--- src/rtl/keyscan_pkg.sv ---
// ---------------------------------------------------------------------------
// | Module      : keyscan_pkg                                               |
// | Description : Shared types and default sizing for the keypad scanner.  |
// | Revision    : 1.0 - initial release                                     |
// ---------------------------------------------------------------------------
`default_nettype none

package keyscan_pkg;

   typedef enum logic [1:0] {
      SCAN     = 2'd0,
      DEBOUNCE = 2'd1,
      EMIT     = 2'd2,
      RELEASE  = 2'd3
   } state_t;

   localparam int NROW_DEF     = 4;
   localparam int NCOL_DEF     = 4;
   localparam int DB_TICKS_DEF = 4;
   localparam int KEY_W        = $clog2(NROW_DEF * NCOL_DEF);

endpackage

`default_nettype wire

--- src/rtl/keypad_scanner_sync2.sv ---
// ---------------------------------------------------------------------------
// | Module      : sync2                                                     |
// | Description : W-wide two-flop synchronizer; resets to all-ones so idle  |
// |               pulled-up lines read as "no key" straight out of reset.   |
// | Revision    : 1.0 - initial release                                     |
// ---------------------------------------------------------------------------
`default_nettype none

module sync2 #(
   parameter int W = 4
) (
   input  logic         clk,
   input  logic         reset,
   input  logic [W-1:0] d,
   output logic [W-1:0] q
);

   logic [W-1:0] meta_q, meta_d;
   logic [W-1:0] sync_q, sync_d;

   // Next values of the two synchronizer stages.
   always_comb begin
      meta_d = d;
      sync_d = meta_q;
   end

   // Synchronizer flops, asynchronously forced to the idle (all-high) level.
   always_ff @(posedge clk or negedge reset) begin
      if (!reset) begin
         meta_q <= '1;
         sync_q <= '1;
      end else begin
         meta_q <= meta_d;
         sync_q <= sync_d;
      end
   end

   assign q = sync_q;

endmodule

`default_nettype wire

--- src/rtl/keypad_scanner.sv ---
// ---------------------------------------------------------------------------
// | Module      : keypad_scanner                                            |
// | Description : Column-scanning 4x4 keypad reader with press/release      |
// |               debounce and a valid/ready key-code output stream.        |
// | Config      : KEYSCAN_GHOST_REJECT_EN - multi-row hits never produce a  |
// |               code (default: lowest-index low row wins).                |
// | Revision    : 1.0 - initial release                                     |
// ---------------------------------------------------------------------------
`default_nettype none

module keypad_scanner
   import keyscan_pkg::*;
#(
   parameter int NROW     = NROW_DEF,
   parameter int NCOL     = NCOL_DEF,
   parameter int DB_TICKS = DB_TICKS_DEF
) (
   input  logic                           clk,
   input  logic                           reset,
   input  logic                           tick,
   input  logic [NROW-1:0]                rows,
   output logic [NCOL-1:0]                cols,
   output logic                           key_valid,
   input  logic                           key_ready,
   output logic [$clog2(NROW*NCOL)-1:0]   key_code
);

   localparam int CODE_W = $clog2(NROW * NCOL);
   localparam int COL_W  = (NCOL > 1) ? $clog2(NCOL) : 1;
   localparam int ROW_W  = (NROW > 1) ? $clog2(NROW) : 1;
   localparam int DB_W   = $clog2(DB_TICKS + 1);

`ifdef KEYSCAN_GHOST_REJECT_EN
   localparam bit GHOST_REJECT = 1'b1;
`else
   localparam bit GHOST_REJECT = 1'b0;
`endif

   logic [NROW-1:0]   rows_s;
   logic              row_hit;
   logic              multi_hit;
   logic [ROW_W-1:0]  hit_row;
   logic              scan_hit;
   logic              still_low;
   logic [COL_W-1:0]  col_next;
   logic [DB_W-1:0]   db_inc;
   logic              db_done;

   state_t            state_q, state_d;
   logic [COL_W-1:0]  col_q, col_d;
   logic [ROW_W-1:0]  row_q, row_d;
   logic [DB_W-1:0]   db_q, db_d;
   logic              key_valid_q, key_valid_d;
   logic [CODE_W-1:0] key_code_q, key_code_d;

   sync2 #(.W(NROW)) u_sync (
      .clk   (clk),
      .reset (reset),
      .d     (rows),
      .q     (rows_s)
   );

   // Row decode: any-low, lowest-index low row, and more-than-one-low.
   always_comb begin
      int low_cnt;
      low_cnt = 0;
      hit_row = '0;
      for (int i = NROW - 1; i >= 0; i--) begin
         if (!rows_s[i]) begin
            hit_row = ROW_W'(i);
            low_cnt = low_cnt + 1;
         end
      end
      row_hit   = (low_cnt != 0);
      multi_hit = (low_cnt > 1);
      scan_hit  = row_hit && !(GHOST_REJECT && multi_hit);
      still_low = scan_hit && (hit_row == row_q);
      col_next  = (col_q == COL_W'(NCOL - 1)) ? '0 : col_q + 1'b1;
      db_inc    = (db_q == DB_W'(DB_TICKS)) ? db_q : db_q + 1'b1;
      db_done   = (db_inc == DB_W'(DB_TICKS));
   end

   // Scan/debounce/emit/release sequencing; only the handshake acts between ticks.
   always_comb begin
      state_d     = state_q;
      col_d       = col_q;
      row_d       = row_q;
      db_d        = db_q;
      key_valid_d = key_valid_q;
      key_code_d  = key_code_q;
      case (state_q)
         SCAN: begin
            if (tick) begin
               if (scan_hit) begin
                  state_d = DEBOUNCE;
                  row_d   = hit_row;
                  db_d    = DB_W'(1);
               end else begin
                  col_d = col_next;
               end
            end
         end
         DEBOUNCE: begin
            if (tick) begin
               if (still_low) begin
                  db_d = db_inc;
                  if (db_done) begin
                     state_d     = EMIT;
                     key_valid_d = 1'b1;
                     key_code_d  = CODE_W'(int'(row_q) * NCOL + int'(col_q));
                  end
               end else begin
                  state_d = SCAN;
                  col_d   = col_next;
                  db_d    = '0;
               end
            end
         end
         EMIT: begin
            if (key_valid_q && key_ready) begin
               state_d     = RELEASE;
               key_valid_d = 1'b0;
               db_d        = '0;
            end
         end
         RELEASE: begin
            if (tick) begin
               if (!row_hit) begin
                  db_d = db_inc;
                  if (db_done) begin
                     state_d = SCAN;
                     col_d   = col_next;
                     db_d    = '0;
                  end
               end else begin
                  db_d = '0;
               end
            end
         end
         default: begin
            state_d = SCAN;
         end
      endcase
   end

   // State and datapath registers; reset abandons any pending key.
   always_ff @(posedge clk or negedge reset) begin
      if (!reset) begin
         state_q     <= SCAN;
         col_q       <= '0;
         row_q       <= '0;
         db_q        <= '0;
         key_valid_q <= 1'b0;
         key_code_q  <= '0;
      end else begin
         state_q     <= state_d;
         col_q       <= col_d;
         row_q       <= row_d;
         db_q        <= db_d;
         key_valid_q <= key_valid_d;
         key_code_q  <= key_code_d;
      end
   end

   // Active-low one-hot column drive from the column index.
   always_comb begin
      cols = '1;
      for (int i = 0; i < NCOL; i++) begin
         cols[i] = (col_q != COL_W'(i));
      end
   end

   assign key_valid = key_valid_q;
   assign key_code  = key_code_q;

endmodule

`default_nettype wire
--- config.mk ---
export PLATFORM = sky130hd
export DESIGN_NAME = keypad_scanner
export DESIGN_NICKNAME = d
export VERILOG_FILES = /design/src/rtl/keyscan_pkg.sv /design/src/rtl/keypad_scanner_sync2.sv /design/src/rtl/keypad_scanner.sv
export SDC_FILE = /design/constraint.sdc
export NUM_CORES = 1
export LEC_CHECK = 0
export ABC_AREA = 1
export BUFFER_PORTS_ARGS = -buffer_cell sky130_fd_sc_hd__buf_4
export CAP_MARGIN = 20
export CORE_MARGIN = 2
export CORE_UTILIZATION = 25
export DETAILED_ROUTE_END_ITERATION = 7
export GPL_TIMING_DRIVEN = 0
export HOLD_SLACK_MARGIN = 0.1
export PLACE_DENSITY = 0.4
export SYNTH_ARGS = -nofsm -noshare
export SYNTH_HDL_FRONTEND = slang
export SYNTH_SLANG_ARGS = --single-unit
--- constraint.sdc ---
create_clock -name clk -period 6.95 [get_ports clk]
set_input_delay 1.39 -clock clk [delete_from_list [all_inputs] [get_ports clk]]
set_output_delay 1.39 -clock clk [all_outputs]
set_load 0.01 [all_outputs]
* After elaboration in Yosys (flattened, before gate mapping) *
Cells that the tools add are included.

word-level totals
  register bits = 22
  bits in latches = 0
  memory bits (writable) = 0
  memory bits (read-only) = 0
  input bits = 8
  output and inout bits = 9
  logic and storage cells = 91
  memories = 0

cells by class
  add/sub/neg operators = 6
  multiply operators = 0
  divide/modulo/power cells = 0
  order comparisons = 0
  equal/unequal tests = 22
  shift-type cells = 0
  mux-type cells = 42
  bitwise operators = 0
  reductions and logical operators = 13

operator list
  kind                                            number
  adder 32 x 2 -> 32 bit (second input constant)  3
  two-way mux 32 bit                              3
  two-way mux 2 bit                               21
  nonzero test 32 bit                             1
  two-way mux 3 bit                               9
  != test 2 bit (second input constant)           13
  AND reduction 8 bit                             2
  one-hot mux 3 bit (4 select lines)              1
  AND reduction 5 bit                             2
  one-hot mux 2 bit (4 select lines)              1
  == test 2 bit (second input constant)           3
  == test 3 bit (second input constant)           2
  one-hot mux 2 bit (3 select lines)              1
  two-way mux 1 bit                               5
  adder 4 x 2 -> 4 bit                            1
  AND reduction 4 bit                             1
  nonzero test 2 bit                              2
  adder 3 x 1 -> 3 bit (second input constant)    1
  != test 3 bit (second input constant)           1
  AND reduction 3 bit                             1
  nonzero test 3 bit                              1
  adder 2 x 1 -> 2 bit (second input constant)    1
  == test 2 x 1 -> 1 bit (second input constant)  1
  == test 2 bit                                   1
  other kinds (4)                                 5

* Longest topological paths before layout *
Gate-level depths: netlist of the first run.

  word-level depth = 12
  gate-level depth with buffers = 17
  gate-level depth less buffers = 17

* By module *
Synthesis of the first run repeated with hierarchy kept, for this count alone.

second synthesis, totals
  cell total of the unflattened synthesis = 163
  area, all modules = 1293.7 µm²

modules (own cells, without submodules)
  module          instances  cells each  area each (µm²)
  keypad_scanner  1          155         1083.5
  sync2           1          8           210.2

* Worst setup path before layout of the first run *
OpenSTA, ideal clock, no wires.

  path type = input to register
  start = input tick
  end = register db_q[0]
  setup time = 117 ps
  arrival time = 2058 ps
  data required time = 6833 ps
  slack = 4775 ps
  stages = 9
  buffers on the path = 0
  cell sequence = inv_1 -> nor2_1 -> inv_1 -> nand2_1 -> nand2_1 -> nor2_1 -> nand2_1 -> o21ai_1 -> inv_1

on the way
  word-level cells in the longest chain between the ends = 2
  elaborated cells on any way between the ends = 4
  those cells by class = eq/ne: 3; reduce/logical: 1

ends and longest elaborated chain
  what                             line                   source
  from (decl)                      keypad_scanner.sv:20   input logic tick,
  != test 2 bit (no line)          -
  AND reduction 5 bit (no line) *  -
  to (signal assigned)             keypad_scanner.sv:152  db_q <= '0;
  to (signal assigned)             keypad_scanner.sv:159  db_q <= db_d;
  to (decl)                        keypad_scanner.sv:52   logic [DB_W-1:0] db_q, db_d;

Mark *: on every way between the ends. The rest lies on a longest branch, timed or not.
A chain may end at the register's enable or synchronous reset.

* Worst setup path after layout of the first run *
  start = register col_q[0]
  end = output cols[0]

on the way
  word-level cells in the longest chain between the ends = 1

ends and longest elaborated chain
  what                    line                   source
  from (decl)             keypad_scanner.sv:50   logic [COL_W-1:0] col_q, col_d;
  from (signal assigned)  keypad_scanner.sv:157  col_q <= col_d;
  nonzero test 2 bit      keypad_scanner.sv:169  cols[i] = (col_q != COL_W'(i));
  to (decl)               keypad_scanner.sv:22   output logic [NCOL-1:0] cols,

Every way passes these cells.

==> impl_metrics.toml, run 1 <==
[run_status]
status = "finished, final reports clean"

[synthesis]
ys_warn_count = 0
syn-cell-area_um2 = 1296
synth-seq-area-share = 0.4324
yosys-mux-area-fraction = 0
synth_fa_ha_area_frac = 0.09653
syn_nets = 174
yosysUniqueCellTypes = 23
synth_xor_xnor_area_share = 0.01255
yosys.area_share.simple = 0.3060
synth_top_family_by_area = "simple AND/OR/NAND/NOR gates"
postSynthCellCount = 156
avgSynthCellArea_um2 = 8.309
synth_compound_area_frac = 0.06564
ys_seq_elements = 22

[timing]
period_minus_slack_ns = 2.529
finalMaxSlewViolations = 0
tightest_slew_ns = 0.4109
finalSetupViolations = 0
skew_ns = 0.004220
max_clock_freq_mhz = 395.4
hold_viol = 0
period_share = 0.3639
relSlewSlack = 0.7251
rsz0062_at_grt = "no"
setup_tns_ns = 0

[finish]
diodes = 0
fillers = 553
synthToLayoutAreaGrowth_pct = 21.53
final_cell_mix = "nand2_1, inv_1, buf_4, nand3_1, dfrtp_1"
layout_commonest_cell = "nand2_1"
layout-drive-gt1-share = 0.2670
final_area_um2 = 1575
nets = 195
seqCellArea_um2 = 560.5
multi_input_area_um2 = 623.1
stdcell_count = 246

[power_and_ir_drop]
irDropWorstVdd_uv = 139.0
p_sw_frac = 0.3679
pwr-share-comb = 0.383
leakage_nw = 0.7911
totalPowerFinal_w = 0.0004854
intPower_w = 0.0003068
p_clk_frac = 0.246
seq_power_share = 0.371
power_density_nw_per_um2 = 308.1
switchingPower_w = 0.0001786

[clock_network]
htreeDepth = 1
ctsResizeCount = 0
cts_tree = "done"
root_buffer = "clkbuf_8"
hold_buffers = 0
ctsLongestPathBuffers = 2
postCtsSetupRepairBufs = 0
clk_latency_ns = 0.26
path_clk_slew_ns = 0.08
cts_buffers = 3
cts_sinks = 22

[critical_path]
rr_endpoint = "db_q[2]$_DFFE_PN0P_"
r2r_cells = 15
r2r_slack_ns = 4.57
cpMostUsedCell = "inv_1"
max_stage_delay_ns = 0.42
path_class = "flip-flop to output port"
cp-end-kind = "output port"
required_ns = 5.56
slowest_stage = "dfrtp_1"
crit_chain = "inv_1 -> ha_1 -> inv_1 -> buf_4"
start_kind = "flip-flop"
worstPathMaxFanout = 4
r2r-start = "u_sync.q[2]$_DFF_PN1_"
crit_arrival_ns = 1.14

[global_routing]
grt_remaining_overflow = 0
grt_max_degree = 23
grt_usage = 0.09164
grt_pass1_wl_um = 4298
grt_pass1_vias = 984
antenna_found_initial = 0

[drt]
wire_per_inst_um = 10.07
vias_per_cell = 4.024
totalWireLength_um = 2477
drc = 0
ant_nets = 0
drt_iter0_drc = 40
via_count = 990
first_pass_iters = 4

[place]
dp_hpwl_um = 1976
globalplace.congestion = 0.7346
port_buffers = 16
place_area_um2 = 1504
post-place-cells = 242

[run]
cap_violations = 0

[floorplanning]
io_pins = 17
fp-row-count = 26
die-area_um2 = 5777
die_w_um = 76.01
core_area_um2 = 5042
die_h_um = 76.01
initial_core_util = 0.2571

[worst_hold_path]
hold_path.class = "flip-flop to flip-flop"
hp-start = "u_sync.meta_q[3]$_DFF_PN1_"
min_to = "u_sync.q[3]$_DFF_PN1_"
hold_depth = 0
[cell type report]
class,count,share of cell area
multi-input cells,104,0.3956
flip-flops and latches,22,0.3558
repair buffers,16,0.07625
inverters,30,0.07149
well taps,70,0.05560
clock buffers,3,0.02621
clock inverters,1,0.01906
[synth_stat cells (all sizes together)]
| cell type | n | area share |
|---|---|---|
| nand2 | 45 | 0.14 |
| a21boi | 1 | 0.0058 |
| nor2 | 12 | 0.056 |
| nand3 | 18 | 0.091 |
| xor2 | 1 | 0.013 |
| or2 | 1 | 0.0048 |
| a21oi | 1 | 0.0068 |
| dfstp | 8 | 0.16 |
| ha | 10 | 0.097 |
| nand3b | 1 | 0.0058 |
| nand4 | 1 | 0.0048 |
| o21ai | 13 | 0.053 |
| inv | 30 | 0.087 |
| dfrtp | 14 | 0.27 |
[metal layers]
metal | share of wire | vias to the layer above | routed length (um) | GRT usage
li1 | - | 518 | - | -
met3 | 0.046 | 2 | 114 | 0.02725
met4 | 0.010 | 0 | 25 | 0.02727
met1 | 0.49 | 454 | 1224 | 0.1197
met2 | 0.45 | 16 | 1112 | 0.1473
met5 | 0 | - | 0 | 0
[worst max-delay path, delay by kind of cell (launching register included)]
| family | cells | cell delay, ns |
|---|---|---|
| DFF | 1 | 0.42 |
| buffers and inverters | 3 | 0.30 |
| adders and majority gates | 1 | 0.16 |
[state kept, by name, summed over array words and instances (netlist names), named ones only]
name,cells
state_q,1
u_sync.meta_q,4
key_valid,1
row_q,2
u_sync.q,4
db_q,3
key_code,4
col_q,2
[stage by stage]
stage                     hold slack (ns)    util  setup WS (ns)
final                              0.3598  0.3124          4.421
after global routing               0.3634  0.3124          4.350
after CTS                          0.3617  0.3124          4.390
after detailed placement           0.3484  0.2983          4.540
after global placement             0.3471  0.2983          4.534
after floorplan                    0.3452       -          4.775
[logic make-up after synthesis]
family,count (synthesis)
flip-flops,22
AND/OR/NAND/NOR,78
XOR/XNOR,1
buffers and inverters,30
AO/OA/AOI/OAI,15
adder cells (fa/ha/maj),10
[power by group through the flow]
stage                     Combinational [W]  Sequential, W  Clock (W)
after CTS                          0.000190       0.000181   0.000124
after detailed placement           0.000189       0.000183          0
final                              0.000186       0.000180   0.000120
after global placement             0.000185       0.000181          0
after global routing               0.000213       0.000184   0.000129
after floorplan                    0.000129       0.000180          0
[how the worst max path moves through the flow]
stage                           to            startpoint  slack (ns)  cells past startpoint
2_1_floorplan  db_q[0]$_DFFE_PN0P_                  tick        4.78                      9
3_3_place_gp   db_q[0]$_DFFE_PN0P_                  tick        4.53                     10
3_5_place_dp   db_q[0]$_DFFE_PN0P_                  tick        4.54                     10
4_1_cts                    cols[0]  col_q[0]$_DFFE_PN0P_        4.39                      4
5_1_grt                    cols[0]  col_q[0]$_DFFE_PN0P_        4.35                      4
6_report                   cols[0]  col_q[0]$_DFFE_PN0P_        4.42                      4
Note: power is estimated with default switching activity, not from simulation.
==> run 2, diff against run 1 <==
clock period = 2.5 ns   (was 6.95 ns; I/O delays follow)
==> run 2 against run 1 <==
  * Sequential power rose to 2.8 times the previous value
  * Setup slack lost 4.2 ns
  * Register-to-register slack worse by 4.4 ns
  * Clock-buffer cell count unchanged
  * Worst hold slack lost 0.25 ns
==> impl_metrics.toml, run 2 (synthesis gave the netlist of run 1 again) <==
[finish]
diodes = 0
stdcell_count = 247
final_cell_mix = "nand2_1, inv_1, buf_4, nand3_1, dfrtp_1"
layout_commonest_cell = "nand2_1"
layout-drive-gt1-share = 0.3164
nets = 196
synthToLayoutAreaGrowth_pct = 25.10

[timing]
max_clock_freq_mhz = 429.5
period_minus_slack_ns = 2.328
relSlewSlack = 0.7254
finalSetupViolations = 0
hold_viol = 0
setup_tns_ns = 0
tightest_slew_ns = 0.4104
skew_ns = 0.004295
finalMaxSlewViolations = 0
period_share = 0.9312
timing.final.ws_setup_ns = 0.1719
hold_slack_ns = 0.1114
rsz0062_at_grt = "no"

[clock_network]
path_clk_slew_ns = 0.08
clk_latency_ns = 0.26
cts_tree = "done"
root_buffer = "clkbuf_8"
ctsLongestPathBuffers = 2
cts_buffers = 3
hold_buffers = 0
cts_sinks = 22
htreeDepth = 1

[critical_path]
required_ns = 2.65
r2r_cells = 15
worstPathMaxFanout = 7
path_class = "flip-flop to flip-flop"
r2r-start = "u_sync.q[2]$_DFF_PN1_"
cp-startpoint = "u_sync.q[2]$_DFF_PN1_"
crit_arrival_ns = 2.48
cp-end-kind = "flip-flop"
r2r_slack_ns = 0.17
start_kind = "flip-flop"
rr_endpoint = "col_q[0]$_DFFE_PN0P_"

[power_and_ir_drop]
power_density_nw_per_um2 = 845.7
switchingPower_w = 0.0005091
seq_power_share = 0.367
intPower_w = 0.0008622
irDropWorstVdd_uv = 386.6
leakage_nw = 0.7942
pwr-share-comb = 0.391
totalPowerFinal_w = 0.001371
p_sw_frac = 0.3712
p_clk_frac = 0.242

[floorplanning]
io_pins = 17
die_w_um = 76.01
die_h_um = 76.01
initial_core_util = 0.2571
core_area_um2 = 5042
fp-row-count = 26
die-area_um2 = 5777

[place]
dp_hpwl_um = 1976
pre_cts_slack_ns = 0.1304
post-place-cells = 242
port_buffers = 16
globalplace.congestion = 0.7346

[global_routing]
grt_max_degree = 23
grt_usage = 0.09164
grt_pass1_wl_um = 4298
grt_remaining_overflow = 0
antenna_found_initial = 0
grt_pass1_vias = 984

[drt]
vias_per_cell = 4.073
first_pass_iters = 4
wire_per_inst_um = 10.22
totalWireLength_um = 2524
drc = 0
via_count = 1006
drt_iter0_drc = 47
ant_nets = 0

[run]
cap_violations = 0

[run_status]
status = "finished, final reports clean"

[worst_hold_path]
hold_path.class = "input pin to async pin"
==> run 2: cell types whose count changed in the layout (fill, tap and decap cells not counted), moves of 2 or more <==
| cell | change |
|---|---|
| ha_1 | -2 |
| nand2_2 | +2 |
| ha_4 | +2 |
| nand2_1 | -2 |
| inv_2 | +3 |
| inv_1 | -3 |
==> run 2: repair_timing <==
item,4_1_cts,5_1_grt
setup buffers,0,1
setup endpoints to repair,0,11
gates resized for setup,0,10
==> run 2: critical path, stage by stage (launching register included) <==
cell and delay [ns]:
dfstp_2 0.56, inv_2 0.05, ha_4 0.26, inv_1 0.03
nand2_1 0.06, nand2_2 0.06, inv_2 0.07, ha_4 0.12
inv_2 0.04, nor2_4 0.10, xor2_2 0.24, nand2_4 0.13
a21oi_2 0.18, nand3_2 0.14, nand2_2 0.11, o21ai_2 0.05
==> run 2: stage by stage <==
stage	util	cell area, um2
6_report	0.3216	1622
3_3_place_gp	0.2983	1504
3_5_place_dp	0.2983	1504
2_1_floorplan	-	1296
5_1_grt	0.3216	1622
4_1_cts	0.3124	1575
==> run 2: final cells by class <==
| type | count | area [um2] |
|---|---|---|
| Clock buffer | 3 | 41.29 |
| Clock inverter | 1 | 30.03 |
| Fill cell | 550 | 3421 |
| Inverter | 30 | 112.6 |
| Multi-Input combinational cell | 104 | 661.9 |
| Sequential cell | 22 | 560.5 |
| Tap cell | 70 | 87.58 |
| Timing Repair Buffer | 17 | 127.6 |
==> run 2: how the worst max path moves through the flow <==
stage	endpoint	cells after the start
floorplan	flip-flop	17
global route	col_q[0]$_DFFE_PN0P_	15
CTS	db_q[2]$_DFFE_PN0P_	15
global placement	db_q[2]$_DFFE_PN0P_	15
detailed placement	db_q[1]$_DFFE_PN0P_	15
finish	col_q[0]$_DFFE_PN0P_	15
==> run 2: power groups by stage <==
stage	Sequential (W)	Combinational, W	Clock, W
final	0.000503	0.000536	0.000332
after CTS	0.000503	0.000528	0.000344
after floorplan	0.000500	0.000360	0
after global placement	0.000504	0.000516	0
after detailed placement	0.000508	0.000525	0
after global routing	0.000512	0.000613	0.000358
==> run 2: metal layers <==
metal	wire length [um]	global-route usage
met1	1244	0.1197
met4	25	0.02727
met3	117	0.02725
met2	1137	0.1473
met5	0	0
